### src/rtl/sensor_capture_if.sv
`default_nettype none
// ============================================================================
//  Module   : sensor_capture_if
//  Brief    : Bundles the sensor-side inputs, the operator start/stop requests
//             and the captured pixel stream of sensor_capture.
//  Revision : 1.0 - initial release
// ============================================================================
interface sensor_capture_if;
  // Sensor side and operator requests
  logic [11:0] sensor_data;
  logic        sensor_fval;
  logic        sensor_lval;
  logic        start;
  logic        stop;
  // Captured pixel stream towards the demosaic stage
  logic [11:0] pix_data;
  logic        pix_dval;
  logic [15:0] x_cont;
  logic [15:0] y_cont;
  logic [31:0] frame_cont;
  logic        capturing;

  // Source of sensor stream and requests, sink of the captured stream
  modport master (
    output sensor_data, sensor_fval, sensor_lval, start, stop,
    input  pix_data, pix_dval, x_cont, y_cont, frame_cont, capturing
  );

  // The capture block itself
  modport slave (
    input  sensor_data, sensor_fval, sensor_lval, start, stop,
    output pix_data, pix_dval, x_cont, y_cont, frame_cont, capturing
  );
endinterface
`default_nettype wire

### src/rtl/sensor_capture.sv
`default_nettype none
// ============================================================================
//  Module   : sensor_capture
//  Brief    : Registers the 12-bit Bayer sensor stream, gates whole frames on
//             start/stop requests and tags each captured pixel with X/Y.
//  Revision : 1.0 - initial release
// ============================================================================
module sensor_capture #(
  parameter int COLUMN_WIDTH = 1280
) (
  input  logic           clk,
  input  logic           rst,
  sensor_capture_if.slave bus
);

  localparam logic [15:0] C_LAST_COL = 16'(COLUMN_WIDTH - 1);

  typedef enum logic [1:0] {
    S_IDLE   = 2'd0,
    S_ARMED  = 2'd1,
    S_ACTIVE = 2'd2
  } state_t;

  // Stage 1 and edge-detect history
  logic [11:0] r_data;
  logic        r_fval;
  logic        r_lval;
  logic        p_fval;
  logic        p_lval;

  // Control and datapath state
  state_t      state;
  logic        stop_pending;
  logic [15:0] xc;
  logic [15:0] yc;
  logic [11:0] out_data;
  logic        out_dval;
  logic [15:0] out_x;
  logic [15:0] out_y;
  logic [31:0] frame_cnt;

  logic        fval_rise;
  logic        fval_fall;
  logic        lval_fall;
  logic        pix_v;

  assign fval_rise = r_fval & ~p_fval;
  assign fval_fall = ~r_fval & p_fval;
  assign lval_fall = ~r_lval & p_lval;
  // Uses the registered state, so the sensor must leave a gap between the
  // frame-valid rise and the first line-valid rise.
  assign pix_v     = r_lval & r_fval & (state == S_ACTIVE);

  // Register the raw sensor signals and keep one more cycle for edge detection
  always_ff @(posedge clk) begin
    if (rst) begin
      r_data <= '0;
      r_fval <= 1'b0;
      r_lval <= 1'b0;
      p_fval <= 1'b0;
      p_lval <= 1'b0;
    end else begin
      r_data <= bus.sensor_data;
      r_fval <= bus.sensor_fval;
      r_lval <= bus.sensor_lval;
      p_fval <= r_fval;
      p_lval <= r_lval;
    end
  end

  // Frame-gating FSM with coordinate counters and registered pixel outputs
  always_ff @(posedge clk) begin
    if (rst) begin
      state        <= S_IDLE;
      stop_pending <= 1'b0;
      xc           <= '0;
      yc           <= '0;
      out_data     <= '0;
      out_dval     <= 1'b0;
      out_x        <= '0;
      out_y        <= '0;
      frame_cnt    <= '0;
    end else begin
      case (state)
        S_IDLE: begin
          if (bus.start && !bus.stop) state <= S_ARMED;
        end
        S_ARMED: begin
          // Stop wins over a coincident frame start; a frame already running
          // when armed is skipped because only a fresh rise enters ACTIVE.
          if (bus.stop) begin
            state <= S_IDLE;
          end else if (fval_rise) begin
            state     <= S_ACTIVE;
            frame_cnt <= frame_cnt + 32'd1;
            xc        <= '0;
            yc        <= '0;
          end
        end
        S_ACTIVE: begin
          if (fval_fall) begin
            if (stop_pending || bus.stop) begin
              state        <= S_IDLE;
              stop_pending <= 1'b0;
            end else begin
              state <= S_ARMED;
            end
          end else if (bus.stop) begin
            stop_pending <= 1'b1;
          end
        end
        default: begin
          state        <= S_IDLE;
          stop_pending <= 1'b0;
        end
      endcase

      if (pix_v) begin
        out_data <= r_data;
        out_dval <= 1'b1;
        out_x    <= xc;
        out_y    <= yc;
        if (xc == C_LAST_COL) begin
          xc <= '0;
          yc <= yc + 16'd1;
        end else begin
          xc <= xc + 16'd1;
        end
      end else begin
        out_dval <= 1'b0;
        // A line that ended before filling the row still advances the row
        if (lval_fall && (state == S_ACTIVE) && (xc != 16'd0)) begin
          xc <= '0;
          yc <= yc + 16'd1;
        end
      end
    end
  end

  assign bus.pix_data   = out_data;
  assign bus.pix_dval   = out_dval;
  assign bus.x_cont     = out_x;
  assign bus.y_cont     = out_y;
  assign bus.frame_cont = frame_cnt;
  assign bus.capturing  = (state != S_IDLE);

endmodule
`default_nettype wire

### src/flat_wrapper.sv
// flat-port wrapper written by rule: the top's interface ports become plain ports
module sensor_capture_flat 
#(
  parameter int COLUMN_WIDTH = 1280
)
  (clk, rst, bus_sensor_data, bus_sensor_fval, bus_sensor_lval, bus_start, bus_stop, bus_pix_data, bus_pix_dval, bus_x_cont, bus_y_cont, bus_frame_cont, bus_capturing);
  sensor_capture_if bus_i ();
  input  logic clk;
  input  logic rst;
  input wire logic [$bits(bus_i.sensor_data)-1:0] bus_sensor_data;
  input wire logic [$bits(bus_i.sensor_fval)-1:0] bus_sensor_fval;
  input wire logic [$bits(bus_i.sensor_lval)-1:0] bus_sensor_lval;
  input wire logic [$bits(bus_i.start)-1:0] bus_start;
  input wire logic [$bits(bus_i.stop)-1:0] bus_stop;
  output wire logic [$bits(bus_i.pix_data)-1:0] bus_pix_data;
  output wire logic [$bits(bus_i.pix_dval)-1:0] bus_pix_dval;
  output wire logic [$bits(bus_i.x_cont)-1:0] bus_x_cont;
  output wire logic [$bits(bus_i.y_cont)-1:0] bus_y_cont;
  output wire logic [$bits(bus_i.frame_cont)-1:0] bus_frame_cont;
  output wire logic [$bits(bus_i.capturing)-1:0] bus_capturing;
  assign bus_i.sensor_data = bus_sensor_data;
  assign bus_i.sensor_fval = bus_sensor_fval;
  assign bus_i.sensor_lval = bus_sensor_lval;
  assign bus_i.start = bus_start;
  assign bus_i.stop = bus_stop;
  assign bus_pix_data = bus_i.pix_data;
  assign bus_pix_dval = bus_i.pix_dval;
  assign bus_x_cont = bus_i.x_cont;
  assign bus_y_cont = bus_i.y_cont;
  assign bus_frame_cont = bus_i.frame_cont;
  assign bus_capturing = bus_i.capturing;
  sensor_capture #(.COLUMN_WIDTH(COLUMN_WIDTH)) u_core (.clk(clk), .rst(rst), .bus(bus_i));
endmodule
### config.mk
export PLATFORM = sky130hd
export DESIGN_NAME = sensor_capture_flat
export DESIGN_NICKNAME = d
export VERILOG_FILES = /design/src/rtl/sensor_capture_if.sv /design/src/rtl/sensor_capture.sv /design/src/flat_wrapper.sv
export SDC_FILE = /design/constraint.sdc
export NUM_CORES = 1
export LEC_CHECK = 0
export CAP_MARGIN = 20
export CORE_MARGIN = 1.5
export CORE_UTILIZATION = 44
export DETAILED_ROUTE_END_ITERATION = 12
export DONT_BUFFER_PORTS = 1
export PLACE_DENSITY_LB_ADDON = 0.15
export SLEW_MARGIN = 20
export SYNTH_ARGS = -nofsm -noshare
export SYNTH_HDL_FRONTEND = slang
export SYNTH_SLANG_ARGS = --single-unit
### constraint.sdc
create_clock -name clk -period 3.3 [get_ports clk]
set_input_delay 0.33 -clock clk [delete_from_list [all_inputs] [get_ports clk]]
set_output_delay 0.33 -clock clk [all_outputs]
set_load 0.1 [all_outputs]
==> impl_metrics.py, run 1 <==
metrics = {
    "layout": {
        "drive_above_1_share_pct": 12.4,
        "utilization_pct": 54.2,
        "area_delta_synth_final_pct": 18.4,
        "final_cell_area_sq_um": 6600,
        "fill_cells": 1160,
        "final_common_cell": "dfxtp_1",
        "final_cell_mix": "dfxtp_1, nand2_1, a21oi_1",
        "nNetsFinal": 708,
    },
    "worst_setup_path": {
        "required_ns": 3.67,
        "worstSetupPathType": "reg -> reg",
        "worstRegToRegCells": 7,
        "r2r_slack_ns": 0.58,
        "critPathLaunchType": "register",
        "worstPathMaxFanout": 22,
        "arrival_ns": 3.09,
        "r2r-start": "u_core.xc[0]",
        "end_kind": "register",
        "r2r_end": "u_core.yc[0]",
    },
    "yosys": {
        "synth-edff-count": 0,
        "ys_seq_area_share_pct": 46.0,
        "avgSynthCellArea_sq_um": 8.31,
        "synth_flop_cell": "dfxtp_1",
        "synth_cell_types": 59,
        "synthCells": 670,
        "ys_warn_count": 0,
        "synthesis.nets": 692,
        "ys_async_sr_fraction_pct": 0,
        "ys_seq_elements": 128,
        "syn-cell-area_sq_um": 5570,
    },
    "timing": {
        "finalHoldViolCount": 0,
        "setup_tns_ns": 0,
        "worstMarginPinSlew_ns": 1.01,
        "fin_skew_ns": 0.00543,
        "period_share_pct": 82.5,
        "relSlewSlack_pct": 32.7,
        "fmax_mhz": 367,
        "setup_violations": 0,
        "final-max-slew-violation-count": 0,
        "period_minus_slack_ns": 2.72,
        "rsz0062_at_grt": "false",
    },
    "route": {
        "num_vias": 4784,
        "dr.pass1.iters": 5,
        "drc": 0,
        "drt-initial-drc-count": 289,
        "routed_wl_um": 13200,
        "ant_nets": 0,
        "routedWlPerCell_um": 15.2,
        "routed_via_density": 5.51,
    },
    "pwr": {
        "ir_drop_uv": 255,
        "pwr-share-clk_pct": 56.2,
        "p_leak_uw": 0.00233,
        "power.share.switching_pct": 19.6,
        "pwr-share-comb_pct": 1.8,
        "netSwitchingPower_uw": 731,
        "internal_power_uw": 2990,
        "pwr-share-seq_pct": 42.0,
        "powerDensity_nw_per_um2": 564,
    },
    "floorplan": {
        "core.rowCount": 40,
        "die_w_um": 116,
        "die-height_um": 116,
        "die-area_sq_um": 13300,
        "initial_utilization_pct": 45.8,
        "io-pin-count": 96,
        "core_area_sq_um": 12200,
    },
    "clocking": {
        "cts_root_buf": "clkbuf_16",
        "cts_buffers": 17,
        "cts-resized-gates": 0,
        "clk_pin_slew_ns": 0.06,
        "cts.sinks": 128,
        "post-cts-setup-buffers": 0,
        "clockBufferDepth": 2,
        "clk_latency_ns": 0.42,
        "htreeDepth": 4,
        "cts_tree": "yes",
        "hold_buffers": 2,
    },
    "hold_path": {
        "worstHoldPathCells": 1,
        "min_to": "u_core.r_data[0]",
        "hp-start": "bus_sensor_data[0]",
        "hp-class": "in -> reg",
    },
    "global_route": {
        "grt_pass1_wl_um": 21800,
        "grt_max_degree": 112,
        "grt_pass1_vias": 4491,
        "antenna_found_initial": 1,
        "globalRouteOverflowTotal": 0,
        "track_usage_pct": 20.8,
    },
    "placed_design": {
        "place_area_sq_um": 5890,
        "port_buffers": 0,
        "gp_congestion": 0.832,
        "dp_hpwl_um": 8440,
    },
    "status": {
        "status": "complete, no violations",
    },
    "job": {
        "cap_violations": 0,
    },
}
## layout make-up
type,count,area [sq um],area share (%)
diodes,1,2.50,0.0379
clock buffers,22,484,7.34
clock inverters,10,180,2.73
inverters,13,48.8,0.740
multi-input cells,486,2790,42.2
flip-flops and latches,128,2560,38.8
well taps,168,210,3.19
repair buffers,40,323,4.89
## state kept, by name, summed over array words and instances (netlist names), 2 cells and up
register	count
u_core.bus.y_cont	16
u_core.bus.frame_cont	32
u_core.state	2
u_core.bus.x_cont	16
u_core.xc	16
u_core.yc	16
u_core.bus.pix_data	12
u_core.r_data	12
## worst max-delay path, cell delays in order, from the launching register on
cell and delay (ns):
dfxtp_1 0.36, inv_1 0.10, ha_1 0.15, or4b_2 0.60
nor4_2 0.37, or2_2 0.50, and3_4 0.40, mux2_2 0.18
## synthesized netlist by cell type (5+ instances only)
cell type  instances  area (sq um)
a2111oi_2          5          75.1
a211o_1           10          87.6
a21oi_1           81           405
and2_1             5          31.3
and3_1            14          87.6
and4_1             6          52.6
buf_1              5          18.8
clkbuf_1          32           120
dfxtp_1          128          2560
inv_1             12          45.0
nand2_1          115           432
nand3_1           22           110
nand4_1           32           200
nor2_1            36           135
nor2b_1           18           113
nor3_1            16          80.1
o21ai_0           27           135
or3_1             13          81.3
xnor2_1            6          52.6
xor2_1            18           158
## through the flow
stage / hold slack, ns / worst slack [ns] / total power, uW / std cells
floorplan: 0.417 / 0.654 / 1650 / 670
global placement: 0.409 / 0.701 / 1640 / 833
detailed placement: 0.412 / 0.640 / 1640 / 833
CTS: 0.0250 / 0.581 / 3750 / 867
global route: 0.0239 / 0.384 / 3830 / 868
finish: 0.0355 / 0.577 / 3720 / 868
## worst max path at each step
stage                                    startpoint                   endpoint  slack (ns)  cells after the start
after floorplan           u_core.bus.frame_cont[12]  u_core.bus.frame_cont[25]        0.65                      5
after global placement                 u_core.xc[0]               u_core.yc[0]        0.70                      7
after detailed placement               u_core.xc[0]               u_core.yc[0]        0.64                      7
after CTS                              u_core.xc[0]               u_core.yc[0]        0.58                      7
after global routing                   u_core.xc[0]               u_core.yc[0]        0.38                      7
final                                  u_core.xc[0]               u_core.yc[0]        0.58                      7
## metal layers
metal  track usage [%]  vias to the layer above  part of all wire [%]
met5                 0                        -                     0
met4              8.23                        0                   1.6
met3              7.17                       19                   6.2
met2              34.4                      108                    48
met1              24.8                     2242                    44
li1                  -                     2415                     -
## logic make-up (layout without fill, tap and decap cells)
group	Yosys count	after routing	synth area share (%)
buffers and inverters	56	85	4.07
multiplexers	1	1	0.202
adder cells (fa/ha/maj)	4	4	0.899
other	0	1	0
AND/OR/NAND/NOR	307	307	28.4
XOR/XNOR	24	24	3.77
flip-flops	128	128	46.0
AO/OA/AOI/OAI	150	150	16.7
## power groups by stage
stage | clock [uW] | combinational (uW) | sequential, uW
after floorplan | 0 | 55.6 | 1600
after detailed placement | 0 | 40.1 | 1600
after global routing | 2190 | 72.1 | 1570
after CTS | 2120 | 67.2 | 1560
after global placement | 0 | 39.1 | 1600
final | 2090 | 66.0 | 1560
Power figures use the tool's default switching activity.
==> inputs of run 2 (changes only) <==
Clock period 3.3 ns to 2.7 ns, I/O delays scaled along.
==> run 2 against run 1 <==
Compared with the run above:
- cell area rose by 2.1%
- clock power is essentially flat
- final cell count is 3.1% higher
- sequential power is 22% higher
- sequential cell count did not move
- critical endpoint is now u_core.xc[14]
- largest cell class unchanged
- largest power group unchanged
==> impl_metrics.py, run 2 (synthesis results as in run 1) <==
metrics = {
    "floorplan": {
        "core_area_sq_um": 12200,
        "io-pin-count": 96,
        "die_w_um": 116,
        "die-area_sq_um": 13300,
        "core.rowCount": 40,
        "die-height_um": 116,
        "initial_utilization_pct": 45.8,
    },
    "layout": {
        "regArea_sq_um": 2560,
        "largest_reg_flops": 32,
        "nNetsFinal": 739,
        "drive_above_1_share_pct": 13.9,
        "final_common_cell": "dfxtp_1",
        "area_delta_synth_final_pct": 20.9,
        "multi_input_area_sq_um": 2790,
        "final_cell_mix": "dfxtp_1, nand2_1, a21oi_1",
        "fill_cells": 1153,
        "diodes": 0,
    },
    "worst_setup_path": {
        "critPathLaunchType": "register",
        "arrival_ns": 2.81,
        "worstSetupPathType": "reg -> reg",
        "worstPathMaxFanout": 11,
        "required_ns": 3.04,
        "end_kind": "register",
    },
    "clocking": {
        "clk_pin_slew_ns": 0.06,
        "cts_buffers": 17,
        "cts_root_buf": "clkbuf_16",
        "clk_latency_ns": 0.41,
        "cts_tree": "yes",
        "cts.sinks": 128,
        "clockBufferDepth": 2,
        "htreeDepth": 4,
        "post-cts-setup-buffers": 0,
    },
    "timing": {
        "fin_skew_ns": 0.00599,
        "relSlewSlack_pct": 32.8,
        "rsz0062_at_grt": "false",
        "setup_tns_ns": 0,
        "final-max-slew-violation-count": 0,
        "worstMarginPinSlew_ns": 1.01,
        "hold-worst-slack_ns": 0.0312,
        "setup_violations": 0,
        "period_minus_slack_ns": 2.47,
        "fmax_mhz": 405,
        "finalHoldViolCount": 0,
        "period_share_pct": 91.4,
    },
    "status": {
        "status": "complete, no violations",
    },
    "route": {
        "dr.pass1.iters": 4,
        "routed_wl_um": 13500,
        "ant_nets": 0,
        "drt-initial-drc-count": 264,
        "drc": 0,
        "routed_via_density": 5.54,
        "routedWlPerCell_um": 15.0,
        "num_vias": 4957,
    },
    "job": {
        "cap_violations": 0,
    },
    "global_route": {
        "grt_max_degree": 113,
        "globalRouteOverflowTotal": 0,
        "track_usage_pct": 21.3,
        "antenna_found_initial": 0,
        "grt_pass1_wl_um": 22500,
        "grt_pass1_vias": 4620,
    },
    "pwr": {
        "ir_drop_uv": 341,
        "p_leak_uw": 0.00243,
        "powerDensity_nw_per_um2": 609,
    },
    "hold_path": {
        "hp-class": "in -> reg",
    },
    "placed_design": {
        "dp_hpwl_um": 8770,
        "port_buffers": 0,
        "gp_congestion": 0.805,
    },
}
==> run 2: layout make-up <==
| class | count | area share (%) |
|---|---|---|
| Clock buffer | 22 | 7.04 |
| Clock inverter | 7 | 0.929 |
| Inverter | 13 | 0.725 |
| Multi-Input combinational cell | 486 | 41.4 |
| Sequential cell | 128 | 38.1 |
| Tap cell | 168 | 3.12 |
| Timing Repair Buffer | 71 | 8.73 |
==> run 2: through the flow <==
| step | util [%] | setup slack [ns] | power, uW | instances | cell area, sq um |
|---|---|---|---|---|---|
| floorplan | - | 0.0541 | 2020 | 670 | 5570 |
| global placement | 49.6 | 0.188 | 2000 | 851 | 6030 |
| detailed placement | 49.6 | 0.101 | 2000 | 851 | 6030 |
| CTS | 55.3 | 0.0878 | 4150 | 894 | 6720 |
| global route | 55.4 | 0.0560 | 4260 | 895 | 6730 |
| finish | 55.4 | 0.231 | 4100 | 895 | 6730 |
==> run 2: where the power goes <==
| part | leakage, uW | internal, uW | total (uW) | switching (uW) |
|---|---|---|---|---|
| combinational | 0.00112 | 34.3 | 94.2 | 59.9 |
| clock | 0.000267 | 1310 | 2100 | 784 |
| sequential | 0.00103 | 1900 | 1910 | 8.85 |
| total | 0.00243 | 3250 | 4100 | 852 |
==> run 2: path summary, 6_finish.rpt <==
kind	from	endpoint	slack [ns]	cells past startpoint
max	u_core.xc[0]	u_core.xc[14]	0.23	8
min	rst	u_core.xc[15]	0.03	1
max reg2reg	u_core.xc[0]	u_core.xc[14]	0.23	8
min reg2reg	u_core.r_data[6]	u_core.bus.pix_data[6]	0.43	2
==> run 2: critical path, stage by stage, from the launching register on <==
cell and delay [ns]:
dfxtp_1 0.37, inv_1 0.11, ha_1 0.14, or4b_2 0.59
nor4_2 0.30, buf_4 0.18, o21a_1 0.38, o21ai_0 0.18
a21oi_1 0.14
==> run 2: repair_timing <==
action | CTS | global route
hold buffers | 14 | 1
resized for setup | 0 | 1
endpoints found under the setup margin | 0 | 12
endpoints found under the hold margin | 112 | 1
==> run 2: layer usage <==
| layer | vias up | track usage [%] | part of all wire, % |
|---|---|---|---|
| li1 | 2475 | - | - |
| met1 | 2338 | 26.6 | 45 |
| met2 | 126 | 34.2 | 48 |
| met3 | 18 | 7.17 | 6.2 |
| met4 | 0 | 7.65 | 1.2 |
| met5 | - | 0 | 0 |
==> inputs of run 3 (changes only) <==
Settings changed: PLACE_DENSITY_LB_ADDON 0.15 to default.
Clock period 2.7 ns to 2.45 ns, I/O delays scaled along.
==> run 3 against run 2 <==
Compared with the run above:
- register-to-register slack got worse by 0.11 ns
- clock power increased by 17%
- via count increased by 4.3%
- sequential cell count unchanged
- critical endpoint is now u_core.yc[7]
- largest cell class unchanged
- highest routed layer unchanged
==> impl_metrics.py, run 3 (synthesis results as in run 1) <==
metrics = {
    "pwr": {
        "p_leak_uw": 0.00270,
        "netSwitchingPower_uw": 1030,
        "powerDensity_nw_per_um2": 651,
        "ir_drop_uv": 514,
        "power.share.switching_pct": 22.0,
        "pwr-share-comb_pct": 2.4,
        "pwr-share-clk_pct": 52.5,
        "internal_power_uw": 3640,
        "pwr-share-seq_pct": 45.1,
    },
    "worst_setup_path": {
        "r2r_slack_ns": 0.12,
        "r2r-start": "u_core.xc[0]",
        "crit_path_end": "u_core.yc[7]",
        "r2r_end": "u_core.yc[7]",
        "critPathLaunchType": "register",
        "worstPathMaxFanout": 9,
        "crit_start": "u_core.xc[0]",
        "worstSetupPathType": "reg -> reg",
        "arrival_ns": 2.64,
        "end_kind": "register",
        "required_ns": 2.76,
        "worstRegToRegCells": 8,
    },
    "floorplan": {
        "initial_utilization_pct": 45.8,
        "die-area_sq_um": 13300,
        "die_w_um": 116,
        "io-pin-count": 96,
        "core_area_sq_um": 12200,
        "die-height_um": 116,
        "core.rowCount": 40,
    },
    "timing": {
        "setup_tns_ns": 0,
        "rsz0062_at_grt": "false",
        "relSlewSlack_pct": 38.1,
        "fmax_mhz": 430,
        "period_minus_slack_ns": 2.33,
        "period_share_pct": 95.0,
        "finalHoldViolCount": 0,
        "setup_violations": 0,
        "final-max-slew-violation-count": 0,
        "worstMarginPinSlew_ns": 0.927,
        "fin_skew_ns": 0.00725,
    },
    "job": {
        "cap_violations": 0,
    },
    "layout": {
        "final_common_cell": "nand2_1",
        "diodes": 0,
        "utilization_pct": 59.0,
        "drive_above_1_share_pct": 21.4,
        "fill_cells": 1107,
        "nNetsFinal": 785,
        "largest_reg_flops": 32,
        "final_cell_mix": "nand2_1, dfxtp_1, buf_4",
        "area_delta_synth_final_pct": 28.8,
    },
    "route": {
        "routed_via_density": 5.48,
        "num_vias": 5172,
        "ant_nets": 0,
        "routed_wl_um": 14000,
        "drc": 0,
        "dr.pass1.iters": 7,
        "drt-initial-drc-count": 262,
        "routedWlPerCell_um": 14.8,
    },
    "clocking": {
        "clockBufferDepth": 2,
        "cts_tree": "yes",
        "cts_root_buf": "clkbuf_16",
        "clk_latency_ns": 0.42,
        "htreeDepth": 4,
        "clk_pin_slew_ns": 0.06,
        "post-cts-setup-buffers": 0,
        "cts_buffers": 17,
        "cts.sinks": 128,
    },
    "global_route": {
        "antenna_found_initial": 0,
        "track_usage_pct": 22.1,
        "globalRouteOverflowTotal": 0,
        "grt_pass1_wl_um": 23400,
        "grt_max_degree": 113,
        "grt_pass1_vias": 4910,
    },
    "hold_path": {
        "hp-class": "in -> reg",
        "hp-start": "bus_stop",
    },
    "status": {
        "status": "complete, no violations",
    },
    "placed_design": {
        "gp_congestion": 0.827,
        "port_buffers": 0,
        "dp_hpwl_um": 9130,
    },
}
[run 3: layout make-up]
cell class                 instances  area, sq um  share of cell area (%)
multi-input combinational        486         2800                    39.0
timing repair buffer             117          948                    13.2
sequential                       128         2580                    36.0
clock inverter                    11          108                    1.50
inverter                          13         48.8                   0.680
clock buffer                      21          480                    6.70
tap                              168          210                    2.93
[run 3: per-stage QoR]
step | hold WS (ns) | cells | instance area (sq um) | power, uW | worst slack (ns)
floorplan | 0.373 | 670 | 5590 | 2220 | 0.00465
detailed placement | 0.332 | 896 | 6400 | 2210 | 0.0423
finish | 0.0455 | 944 | 7170 | 4670 | 0.123
CTS | 0.0258 | 944 | 7160 | 4720 | 0.0300
global route | 0.0410 | 944 | 7170 | 4820 | 0.0252
global placement | 0.327 | 896 | 6400 | 2210 | 0.0895
[run 3: worst min-delay path by stage]
stage	to	depth (start not counted)
floorplan	u_core.r_data[0]	1
global placement	u_core.bus.y_cont[11]	1
detailed placement	u_core.bus.y_cont[11]	1
CTS	u_core.yc[4]	3
global route	u_core.stop_pending	2
finish	u_core.stop_pending	2
[run 3: per-layer routing]
layer / global-route usage [%] / vias to the layer above / share of wire [%]
li1: - / 2567 / -
met5: 0 / - / 0
met4: 9.55 / 0 / 1.9
met3: 7.74 / 21 / 6.3
met1: 27.4 / 2438 / 45
met2: 35.0 / 146 / 47
[run 3: worst max-delay path, cell delays in order, from the launching register on]
cell	delay [ns]
dfxtp_1	0.31
inv_1	0.07
ha_1	0.13
or4b_2	0.63
nor4_4	0.33
or2_4	0.25
buf_4	0.17
a21oi_1	0.08
a211o_1	0.26
[run 3: power by group through the flow]
stage	clock, uW	sequential [uW]	combinational (uW)
final	2450	2100	111
after global routing	2600	2110	121
after CTS	2500	2100	111
after detailed placement	0	2150	59.1
after global placement	0	2150	58.0
after floorplan	0	2150	74.9
[run 3: repair_timing]
| action | CTS | global route |
|---|---|---|
| hold buffers | 16 | 0 |
| endpoints found under the hold margin | 112 | 0 |
| resized for setup | 0 | 3 |
| endpoints found under the setup margin | 0 | 9 |
